==> src/rtl/bbox_pkg.sv <==
// Shared types and default constants for the multi-channel bounding-box tracker.
package bbox_pkg;

  localparam int unsigned BBOX_H_WIDTH   = 11;
  localparam int unsigned BBOX_V_WIDTH   = 10;
  localparam int unsigned BBOX_CNT_WIDTH = BBOX_H_WIDTH + BBOX_V_WIDTH;
  localparam int unsigned BBOX_PI_NUM    = 201;
  localparam int unsigned BBOX_PI_SHIFT  = 6;

  typedef enum logic [1:0] {
    ST_IDLE = 2'd0,
    ST_CALC = 2'd1,
    ST_EMIT = 2'd2
  } bbox_state_e;

  // Per-channel accumulator contents at the default coordinate widths.
  typedef struct packed {
    logic [BBOX_H_WIDTH-1:0]   x_min;
    logic [BBOX_H_WIDTH-1:0]   x_max;
    logic [BBOX_V_WIDTH-1:0]   y_min;
    logic [BBOX_V_WIDTH-1:0]   y_max;
    logic [BBOX_CNT_WIDTH-1:0] count;
  } bbox_acc_t;

endpackage

==> src/rtl/bbox_accumulator.sv <==
// One channel's running x/y extents and saturating pixel count.
// The *_c outputs include a pixel hitting this cycle so a coincident clear can snapshot it.
module bbox_accumulator #(
  parameter int unsigned H_WIDTH = 11,
  parameter int unsigned V_WIDTH = 10
) (
  input  logic                       clk_in,
  input  logic                       rst_n_in,
  input  logic                       clear_in,
  input  logic                       hit_in,
  input  logic [H_WIDTH-1:0]         x_in,
  input  logic [V_WIDTH-1:0]         y_in,
  output logic [H_WIDTH-1:0]         x_min_c,
  output logic [H_WIDTH-1:0]         x_max_c,
  output logic [V_WIDTH-1:0]         y_min_c,
  output logic [V_WIDTH-1:0]         y_max_c,
  output logic [H_WIDTH+V_WIDTH-1:0] count_c
);

  localparam int unsigned CNT_W = H_WIDTH + V_WIDTH;

  logic [H_WIDTH-1:0] r_x_min;
  logic [H_WIDTH-1:0] r_x_max;
  logic [V_WIDTH-1:0] r_y_min;
  logic [V_WIDTH-1:0] r_y_max;
  logic [CNT_W-1:0]   r_count;

  always_comb begin
    x_min_c = r_x_min;
    x_max_c = r_x_max;
    y_min_c = r_y_min;
    y_max_c = r_y_max;
    count_c = r_count;
    if (hit_in) begin
      if (x_in < r_x_min) x_min_c = x_in;
      if (x_in > r_x_max) x_max_c = x_in;
      if (y_in < r_y_min) y_min_c = y_in;
      if (y_in > r_y_max) y_max_c = y_in;
      if (r_count != {CNT_W{1'b1}}) count_c = r_count + CNT_W'(1);
    end
  end

  always_ff @(posedge clk_in) begin
    if (!rst_n_in || clear_in) begin
      r_x_min <= '1;
      r_x_max <= '0;
      r_y_min <= '1;
      r_y_max <= '0;
      r_count <= '0;
    end else begin
      r_x_min <= x_min_c;
      r_x_max <= x_max_c;
      r_y_min <= y_min_c;
      r_y_max <= y_max_c;
      r_count <= count_c;
    end
  end

endmodule

==> src/rtl/multi_bbox_tracker.sv <==
// Tracks NUM_CH mask channels per frame; on tabulate snapshots all channels and
// streams centre, elliptical mass and found flag per channel over valid/ready.
module multi_bbox_tracker
  import bbox_pkg::*;
#(
  parameter int unsigned H_WIDTH    = 11,
  parameter int unsigned V_WIDTH    = 10,
  parameter int unsigned NUM_CH     = 4,
  parameter int unsigned MASS_WIDTH = 32,
  parameter int unsigned MIN_PIXELS = 16,
  parameter int unsigned PI_NUM     = BBOX_PI_NUM,
  parameter int unsigned PI_SHIFT   = BBOX_PI_SHIFT,
  localparam int unsigned CH_W      = (NUM_CH > 1) ? $clog2(NUM_CH) : 1
) (
  input  logic                       clk_in,
  input  logic                       rst_n_in,
  input  logic [H_WIDTH-1:0]         x_in,
  input  logic [V_WIDTH-1:0]         y_in,
  input  logic [CH_W-1:0]            ch_in,
  input  logic                       valid_in,
  input  logic                       tabulate_in,
  input  logic                       ready_in,
  output logic                       valid_out,
  output logic [CH_W-1:0]            ch_out,
  output logic [H_WIDTH-1:0]         x_out,
  output logic [V_WIDTH-1:0]         y_out,
  output logic [MASS_WIDTH-1:0]      mass_out,
  output logic [H_WIDTH+V_WIDTH-1:0] count_out,
  output logic                       found_out,
  output logic                       frame_done_out,
  output logic                       overrun_out
);

  localparam int unsigned CNT_W   = H_WIDTH + V_WIDTH;
  localparam int unsigned PI_W    = $clog2(PI_NUM + 1);
  localparam int unsigned PROD_W  = H_WIDTH + V_WIDTH + PI_W;
  localparam int unsigned P_W     = (PROD_W > MASS_WIDTH) ? PROD_W : MASS_WIDTH;

  logic [NUM_CH-1:0]  w_hit;
  logic [H_WIDTH-1:0] w_x_min [NUM_CH];
  logic [H_WIDTH-1:0] w_x_max [NUM_CH];
  logic [V_WIDTH-1:0] w_y_min [NUM_CH];
  logic [V_WIDTH-1:0] w_y_max [NUM_CH];
  logic [CNT_W-1:0]   w_count [NUM_CH];

  genvar g;
  generate
    for (g = 0; g < NUM_CH; g++) begin : g_acc
      assign w_hit[g] = valid_in && (32'(ch_in) == g);
      bbox_accumulator #(.H_WIDTH(H_WIDTH), .V_WIDTH(V_WIDTH)) u_acc (
        .clk_in   (clk_in),
        .rst_n_in (rst_n_in),
        .clear_in (tabulate_in),
        .hit_in   (w_hit[g]),
        .x_in     (x_in),
        .y_in     (y_in),
        .x_min_c  (w_x_min[g]),
        .x_max_c  (w_x_max[g]),
        .y_min_c  (w_y_min[g]),
        .y_max_c  (w_y_max[g]),
        .count_c  (w_count[g])
      );
    end
  endgenerate

  bbox_state_e        r_state, w_state_nxt;
  logic [CH_W-1:0]    r_ch, w_ch_nxt;
  logic [H_WIDTH-1:0] r_s_x_min [NUM_CH];
  logic [H_WIDTH-1:0] r_s_x_max [NUM_CH];
  logic [V_WIDTH-1:0] r_s_y_min [NUM_CH];
  logic [V_WIDTH-1:0] r_s_y_max [NUM_CH];
  logic [CNT_W-1:0]   r_s_count [NUM_CH];

  // Snapshot only when idle; an overrun tabulate just discards the accumulators.
  always_ff @(posedge clk_in) begin
    if (!rst_n_in) begin
      for (int i = 0; i < NUM_CH; i++) begin
        r_s_x_min[i] <= '1;
        r_s_x_max[i] <= '0;
        r_s_y_min[i] <= '1;
        r_s_y_max[i] <= '0;
        r_s_count[i] <= '0;
      end
    end else if (tabulate_in && (r_state == ST_IDLE)) begin
      for (int i = 0; i < NUM_CH; i++) begin
        r_s_x_min[i] <= w_x_min[i];
        r_s_x_max[i] <= w_x_max[i];
        r_s_y_min[i] <= w_y_min[i];
        r_s_y_max[i] <= w_y_max[i];
        r_s_count[i] <= w_count[i];
      end
    end
  end

  logic r_valid, r_found, r_fd, r_ovr;
  logic w_valid_nxt, w_fd_nxt, w_ovr_nxt, w_load, w_last;

  assign w_last = (32'(r_ch) == NUM_CH - 1);

  always_ff @(posedge clk_in) begin
    if (!rst_n_in) begin
      r_state <= ST_IDLE;
      r_ch    <= '0;
    end else begin
      r_state <= w_state_nxt;
      r_ch    <= w_ch_nxt;
    end
  end

  always_comb begin
    w_state_nxt = r_state;
    w_ch_nxt    = r_ch;
    w_valid_nxt = r_valid;
    w_fd_nxt    = 1'b0;
    w_load      = 1'b0;
    w_ovr_nxt   = tabulate_in && (r_state != ST_IDLE);
    case (r_state)
      ST_IDLE: begin
        if (tabulate_in) begin
          w_state_nxt = ST_CALC;
          w_ch_nxt    = '0;
        end
      end
      ST_CALC: begin
        w_load      = 1'b1;
        w_valid_nxt = 1'b1;
        w_state_nxt = ST_EMIT;
      end
      ST_EMIT: begin
        if (r_valid && ready_in) begin
          w_valid_nxt = 1'b0;
          if (w_last) begin
            w_fd_nxt    = 1'b1;
            w_state_nxt = ST_IDLE;
          end else begin
            w_ch_nxt    = r_ch + CH_W'(1);
            w_state_nxt = ST_CALC;
          end
        end
      end
      default: w_state_nxt = ST_IDLE;
    endcase
  end

  // Result datapath for the channel currently selected by r_ch.
  logic [H_WIDTH-1:0]    w_sx_min, w_sx_max, w_dx, w_x_c;
  logic [V_WIDTH-1:0]    w_sy_min, w_sy_max, w_dy, w_y_c;
  logic [CNT_W-1:0]      w_scount;
  logic [H_WIDTH:0]      w_x_sum;
  logic [V_WIDTH:0]      w_y_sum;
  logic [P_W-1:0]        w_prod, w_scaled;
  logic [MASS_WIDTH-1:0] w_mass_c;
  logic                  w_empty;

  always_comb begin
    w_sx_min = r_s_x_min[r_ch];
    w_sx_max = r_s_x_max[r_ch];
    w_sy_min = r_s_y_min[r_ch];
    w_sy_max = r_s_y_max[r_ch];
    w_scount = r_s_count[r_ch];
    w_empty  = (w_scount == '0);
    w_x_sum  = (H_WIDTH+1)'(w_sx_min) + (H_WIDTH+1)'(w_sx_max);
    w_y_sum  = (V_WIDTH+1)'(w_sy_min) + (V_WIDTH+1)'(w_sy_max);
    w_x_c    = w_x_sum[H_WIDTH:1];
    w_y_c    = w_y_sum[V_WIDTH:1];
    w_dx     = w_sx_max - w_sx_min;
    w_dy     = w_sy_max - w_sy_min;
    w_prod   = P_W'(w_dx) * P_W'(w_dy) * P_W'(PI_NUM);
    w_scaled = w_prod >> PI_SHIFT;
    w_mass_c = (w_scaled > P_W'({MASS_WIDTH{1'b1}})) ? {MASS_WIDTH{1'b1}}
                                                      : MASS_WIDTH'(w_scaled);
  end

  logic [CH_W-1:0]       r_ch_out;
  logic [H_WIDTH-1:0]    r_x;
  logic [V_WIDTH-1:0]    r_y;
  logic [MASS_WIDTH-1:0] r_mass;
  logic [CNT_W-1:0]      r_count;

  always_ff @(posedge clk_in) begin
    if (!rst_n_in) begin
      r_valid  <= 1'b0;
      r_fd     <= 1'b0;
      r_ovr    <= 1'b0;
      r_ch_out <= '0;
      r_x      <= '0;
      r_y      <= '0;
      r_mass   <= '0;
      r_count  <= '0;
      r_found  <= 1'b0;
    end else begin
      r_valid <= w_valid_nxt;
      r_fd    <= w_fd_nxt;
      r_ovr   <= w_ovr_nxt;
      if (w_load) begin
        r_ch_out <= r_ch;
        r_count  <= w_scount;
        r_found  <= (w_scount >= CNT_W'(MIN_PIXELS));
        r_x      <= w_empty ? '0 : w_x_c;
        r_y      <= w_empty ? '0 : w_y_c;
        r_mass   <= w_empty ? '0 : w_mass_c;
      end
    end
  end

  assign valid_out      = r_valid;
  assign ch_out         = r_ch_out;
  assign x_out          = r_x;
  assign y_out          = r_y;
  assign mass_out       = r_mass;
  assign count_out      = r_count;
  assign found_out      = r_found;
  assign frame_done_out = r_fd;
  assign overrun_out    = r_ovr;

endmodule
==> config.mk <==
export PLATFORM = sky130hd
export DESIGN_NAME = multi_bbox_tracker
export DESIGN_NICKNAME = d
export VERILOG_FILES = /design/src/rtl/bbox_pkg.sv /design/src/rtl/bbox_accumulator.sv /design/src/rtl/multi_bbox_tracker.sv
export SDC_FILE = /design/constraint.sdc
export NUM_CORES = 2
export LEC_CHECK = 0
export BUFFER_PORTS_ARGS = -buffer_cell sky130_fd_sc_hd__buf_2
export CORE_MARGIN = 4
export CORE_UTILIZATION = 49
export DETAILED_ROUTE_END_ITERATION = 12
export PLACE_DENSITY_LB_ADDON = 0.15
export SETUP_SLACK_MARGIN = 0.2
export SLEW_MARGIN = 20
export SYNTH_ARGS = -nofsm -noshare
export SYNTH_HDL_FRONTEND = slang
export SYNTH_SLANG_ARGS = --single-unit
==> constraint.sdc <==
create_clock -name clk_in -period 11.3 [get_ports clk_in]
set_clock_uncertainty 0.1 [all_clocks]
set_input_delay 1.695 -clock clk_in [delete_from_list [all_inputs] [get_ports clk_in]]
set_output_delay 1.695 -clock clk_in [all_outputs]
set_load 0.01 [all_outputs]
# ---- Word level (Yosys, flattened, before mapping)
# Memory sizes are Yosys's and may differ from the RTL's. A register that Yosys moved wholly into a read port is not among the register bits.
# Index checks and enable logic that the tools add are counted.
dict set report classes {
  add_sub_neg 9
  mul 2
  order_cmp 18
  n_eq_ne 13
  muxes 90
  n_bitwise 20
  n_reduce_logical 19
}
# cell count
set op_table {}
lappend op_table {{11-bit 2-to-1 mux} 25}
lappend op_table {{21-bit 2-to-1 mux} 12}
lappend op_table {{10-bit 2-to-1 mux} 25}
lappend op_table {{21-bit by 1-bit adder with 21-bit output, second input constant} 4}
lappend op_table {{21-bit != test, second input constant} 4}
lappend op_table {{32-bit 2-to-1 mux} 2}
lappend op_table {{11-bit > comparator} 4}
lappend op_table {{11-bit less-than comparator} 4}
lappend op_table {{10-bit > comparator} 4}
lappend op_table {{10-bit less-than comparator} 4}
lappend op_table {{23-bit by 32-bit > comparator with 1-bit output, second input constant} 1}
lappend op_table {{2-bit 2-to-1 mux} 15}
lappend op_table {{21-bit by 8-bit multiplier with 29-bit output, second input constant} 1}
lappend op_table {{21-bit by 5-bit greater-or-equal comparator with 1-bit output, second input constant} 1}
lappend op_table {{21-bit zero test} 1}
lappend op_table {{11-bit by 10-bit multiplier with 21-bit output} 1}
lappend op_table {{1-bit OR} 20}
lappend op_table {{11-bit by 11-bit adder with 12-bit output} 1}
lappend op_table {{10-bit by 10-bit adder with 11-bit output} 1}
lappend op_table {{11-bit subtractor} 1}
lappend op_table {{10-bit subtractor} 1}
lappend op_table {{2-bit == test, second input constant} 4}
lappend op_table {{1-bit 2-to-1 mux} 8}
lappend op_table {{1-bit logical AND} 7}
lappend op_table {{other kinds (13)} 20}
dict set report totals {
  regBits 336
  mem_bits_rw 252
  in_bits 28
  output_inout_bits 80
  word_cells 207
  memories 5
}
# name words word_bits read_ports rd_ports_with_merged_regs wr line
set mem_list {}
lappend mem_list {r_s_count 4 21 1 1 4 multi_bbox_tracker.sv:72} ;# logic [CNT_W-1:0] r_s_count [NUM_CH];
lappend mem_list {r_s_x_max 4 11 1 1 4 multi_bbox_tracker.sv:69} ;# logic [H_WIDTH-1:0] r_s_x_max [NUM_CH];
lappend mem_list {r_s_x_min 4 11 1 1 4 multi_bbox_tracker.sv:68} ;# logic [H_WIDTH-1:0] r_s_x_min [NUM_CH];
lappend mem_list {r_s_y_max 4 10 1 1 4 multi_bbox_tracker.sv:71} ;# logic [V_WIDTH-1:0] r_s_y_max [NUM_CH];
lappend mem_list {r_s_y_min 4 10 1 1 4 multi_bbox_tracker.sv:70} ;# logic [V_WIDTH-1:0] r_s_y_min [NUM_CH];

# ---- Logic depth before layout (Yosys ltp)
dict set report logic_depth {
  ltp_word 6
  mapped_depth 48
  depth_no_buf 44
}

# ---- Hierarchy
# A second synthesis with hierarchy kept.
dict set report unflattened {
  cells_unflattened 3946
  area_unflattened_um2 38164.1
}
# module n_inst cells_per_inst area_per_inst_um2 seq_area_each_um2
set by_module_without_submodules {}
lappend by_module_without_submodules {multi_bbox_tracker 1 1998 22053.7 9108.7}
lappend by_module_without_submodules {bbox_accumulator 4 487 4027.6 1261.2}

# ---- Worst setup path before layout
# No wires, ideal clock.
dict set report synth_path {
  path_kind {reg-to-reg}
  from {register (tool-made name)}
  to {register r_mass[21] (netlist: mass_out[21])}
  setup_time_ps 122
  t_arrival_ps 11149
  required_time_ps 11078
  slack_ps -72
  stages_incl_launch_ff 45
  n_path_buf 5
  period_less_slack_ps 11372
  cell_sequence {dfxtp_1 -> buf_6 -> buf_4 -> buf_2 -> buf_2 -> mux4_2 -> inv_1 -> ha_1 -> inv_1 -> fa_1 -> a21o_1 -> a21oi_2 -> o21ai_0 -> a21oi_1 -> o21ai_1 -> xnor2_1 -> nand2_1 -> fa_1 -> [9 not listed] -> o211a_1 -> nor3_1 -> xor2_1 -> inv_1 -> ha_1 -> ha_1 -> xor2_1 -> fa_1 -> ha_1 -> ha_1 -> clkbuf_1 -> a21o_1 -> a21o_1 -> a21oi_1 -> o21ai_0 -> a221oi_1 -> xor2_1 -> o21ai_0}
}
# item line
set synth_rtl {}
lappend synth_rtl {{end signal, assigned} multi_bbox_tracker.sv:201} ;# r_mass <= w_empty ? '0 : w_mass_c;
lappend synth_rtl {{end, declared} multi_bbox_tracker.sv:177} ;# logic [MASS_WIDTH-1:0] r_mass;

==> impl_metrics.env <==
export IMPL_rows=97
export IMPL_cap_violations=0
export IMPL_fin_crit_sh_pct=94.1
export IMPL_clock_latency_ns=0.61
export IMPL_synth_ff_type="dfxtp_1"
export IMPL_layout_drive_gt1_share_pct=10.9
export IMPL_cts_hold_buf=0
export IMPL_antenna_found_initial=4
export IMPL_avgSynthCellArea_um2=9.98
export IMPL_num_vias=25200
export IMPL_worstPathMaxFanout=7
export IMPL_wl_um=90600
export IMPL_end_kind="flip-flop"
export IMPL_slowest_stage="or4_1"
export IMPL_ys_top_cells_by_area="edfxtp_1, dfxtp_1, ha_1"
export IMPL_die_area_um2=75300
export IMPL_yosysWarningCount=0
export IMPL_synth_edf_count=252
export IMPL_pre_cts_slack_ns=0.123
export IMPL_grt_pass1_vias=25900
export IMPL_place_gp_congestion=0.914
export IMPL_critPathArrivalTime_ns=11.01
export IMPL_grt_pass1_wl_um=143000
export IMPL_synth_cells=3486
export IMPL_placement_io_buffers=98
export IMPL_synth_area_um2=34800
export IMPL_cts_tree="built"
export IMPL_drt_initial_drc_count=1761
export IMPL_power_density_nw_per_um2=331
export IMPL_layout_nets=4047
export IMPL_fmax_ghz=0.0941
export IMPL_grt_max_degree=169
export IMPL_crit_required_ns=11.69
export IMPL_report_final_slew_viol_count=0
export IMPL_multiInputGateArea_um2=19000
export IMPL_cts_sinks=581
export IMPL_vdd_drop_max_mv=0.919
export IMPL_start_util_pct=49.6
export IMPL_start_kind="flip-flop"
export IMPL_layout_common_cells="nor2_1, nand2_1, inv_1, ha_1, dfxtp_1"
export IMPL_design_area_um2=38900
export IMPL_ys_seq_area_share_pct=40.7
export IMPL_grt_total_usage_pct=24.2
export IMPL_grt_setup_unrepaired="true"
export IMPL_setup_violations=0
export IMPL_fin_ws_ns=0.672
export IMPL_grt_overflow=0
export IMPL_fillers=6255
export IMPL_die_x_um=274
export IMPL_htreeDepth=3
export IMPL_cts_buffers=67
export IMPL_cpPeakStageDelay_ns=0.58
export IMPL_core_um2=70100
export IMPL_worst_slew_pin_slew_ns=1.11
export IMPL_leakage_nw=17.3
export IMPL_ys_seq_elements=581
export IMPL_routed_via_density=5.52
export IMPL_outcome="finished, final reports clean"
export IMPL_path_clk_slew_ns=0.06
export IMPL_drtPass1Iterations=6
export IMPL_diodes=0
export IMPL_layout_commonest_cell="nor2_1"
export IMPL_finalHoldViolCount=0
export IMPL_die_y_um=274
export IMPL_cts_max_path_buffers=3
export IMPL_worst_setup_path_type="flip-flop to flip-flop"
export IMPL_yosys_area_top_type="edfxtp_1"
export IMPL_netlist_area_leader_share_pct=21.7
export IMPL_synth_cell_types=74
export IMPL_hpwl_um=67300
export IMPL_place_area_um2=36400
export IMPL_setup_tns_ns=0
export IMPL_ys_async_sr_fraction_pct=0
export IMPL_ant_nets=0
export IMPL_worstHoldPathType="flip-flop to flip-flop"
export IMPL_drt_wirelength_per_cell_um=19.8
export IMPL_final_min_clock_period_ns=10.63
export IMPL_fin_hold_ws_ns=0.352
export IMPL_io_pins=108
export IMPL_drc=0
export IMPL_seq_area_um2=14200
export IMPL_syn_to_final_growth_pct=11.8
export IMPL_relSlewSlack_pct=25.5
export IMPL_cts_root_buf="clkbuf_16"
==> synth_stat cells (all sizes together), types with 6 or more instances <==
master and count:
nor3 33, xnor2 63, o21ai 82, o211ai 9
o41ai 7, a211oi 12, a21boi 27, nand3 61
fa 98, and3 16, and2 12, mux4 63
o21bai 12, nand4 49, dfxtp 329, a21o 57
ha 347, nor3b 6, clkbuf 125, o21a 25
inv 355, xor2 91, and4 9, buf 39
mux2i 181, a21oi 91, nand2b 38, a31oi 15
a22oi 24, edfxtp 252, nand2 362, a41oi 9
nor2 464, a2111oi 9, nor2b 49
==> where the power goes <==
group	internal [W]	total, W	switching [W]
sequential	0.00228	0.00231	0.0000362
combinational	0.00353	0.00843	0.00490
clock	0.00125	0.00213	0.000885
==> final timing paths <==
kind	from	end	slack (ns)	cells after the start
setup reg to reg	flip-flop	mass_out[21]	0.67	39
setup / recovery	flip-flop	mass_out[21]	0.67	39
hold reg to reg	mass_out[8]	mass_out[8]	0.35	2
hold / removal	mass_out[8]	mass_out[8]	0.35	2
==> cell families after synthesis <==
kind of cell / after synthesis / share of synthesized area, %
compound gates: 418 / 7.99
xor+xnor: 154 / 3.90
fa+ha+maj: 445 / 18.1
buf+inv: 519 / 5.84
flops: 581 / 40.7
mux: 245 / 9.32
other cells: 1 / 0.0108
simple gates: 1123 / 14.1
==> critical path, delay by kind of cell, from the launching register on <==
family / cells / cell delay [ns]
AOI/OAI and AO/OA: 11 / 1.93
DFF: 1 / 0.36
buffers and inverters: 6 / 0.55
xor gates and xnor gates: 3 / 0.57
and+or+nand+nor: 6 / 1.60
adders and majority gates: 12 / 4.81
muxes: 1 / 0.57
==> routing by layer <==
| layer | track usage (%) | up-vias | part of all wire [%] |
|---|---|---|---|
| met1 | 33.6 | 12400 | 46 |
| met2 | 39.1 | 592 | 46 |
| met5 | 0 | - | 0.029 |
| met3 | 3.84 | 146 | 5.5 |
| li1 | - | 12100 | - |
| met4 | 7.35 | 4 | 2.7 |
==> registers in the layout, indices dropped and copies added (netlist names), 2 cells and up, named ones only <==
signal	count
count_out	21
r_s_y_max	40
r_state	2
g_acc.u_acc.r_y_min	40
ch_out	2
g_acc.u_acc.r_x_min	44
mass_out	23
g_acc.u_acc.r_count	84
r_s_count	84
x_out	11
r_s_x_min	44
y_out	10
r_ch	2
r_s_y_min	40
r_s_x_max	44
g_acc.u_acc.r_x_max	44
g_acc.u_acc.r_y_max	40
==> metrics by stage <==
stage                     utilization (%)  total power (W)  std cells
after global routing                 55.5           0.0141       4568
after floorplan                         -          0.00873       3494
after CTS                            55.0           0.0129       4552
after global placement               51.9           0.0105       4429
final                                55.5           0.0129       4568
after detailed placement             51.9           0.0106       4429
==> layout make-up <==
type                            instances  share of cell area (%)
Multi-Input combinational cell       2394                    48.7
Sequential cell                       581                    36.4
Clock buffer                           90                    4.74
Inverter                              355                    3.43
Tap cell                              940                    3.02
Timing Repair Buffer                  175                    2.88
Clock inverter                         33                   0.791
==> what timing repair did <==
item / in CTS / in global routing
gates resized for setup: 1 / 41
buffers inserted: 0 / 15
endpoints found under the setup margin: 3 / 12
pin swaps: 0 / 7
(Power assumes the default switching activity.)
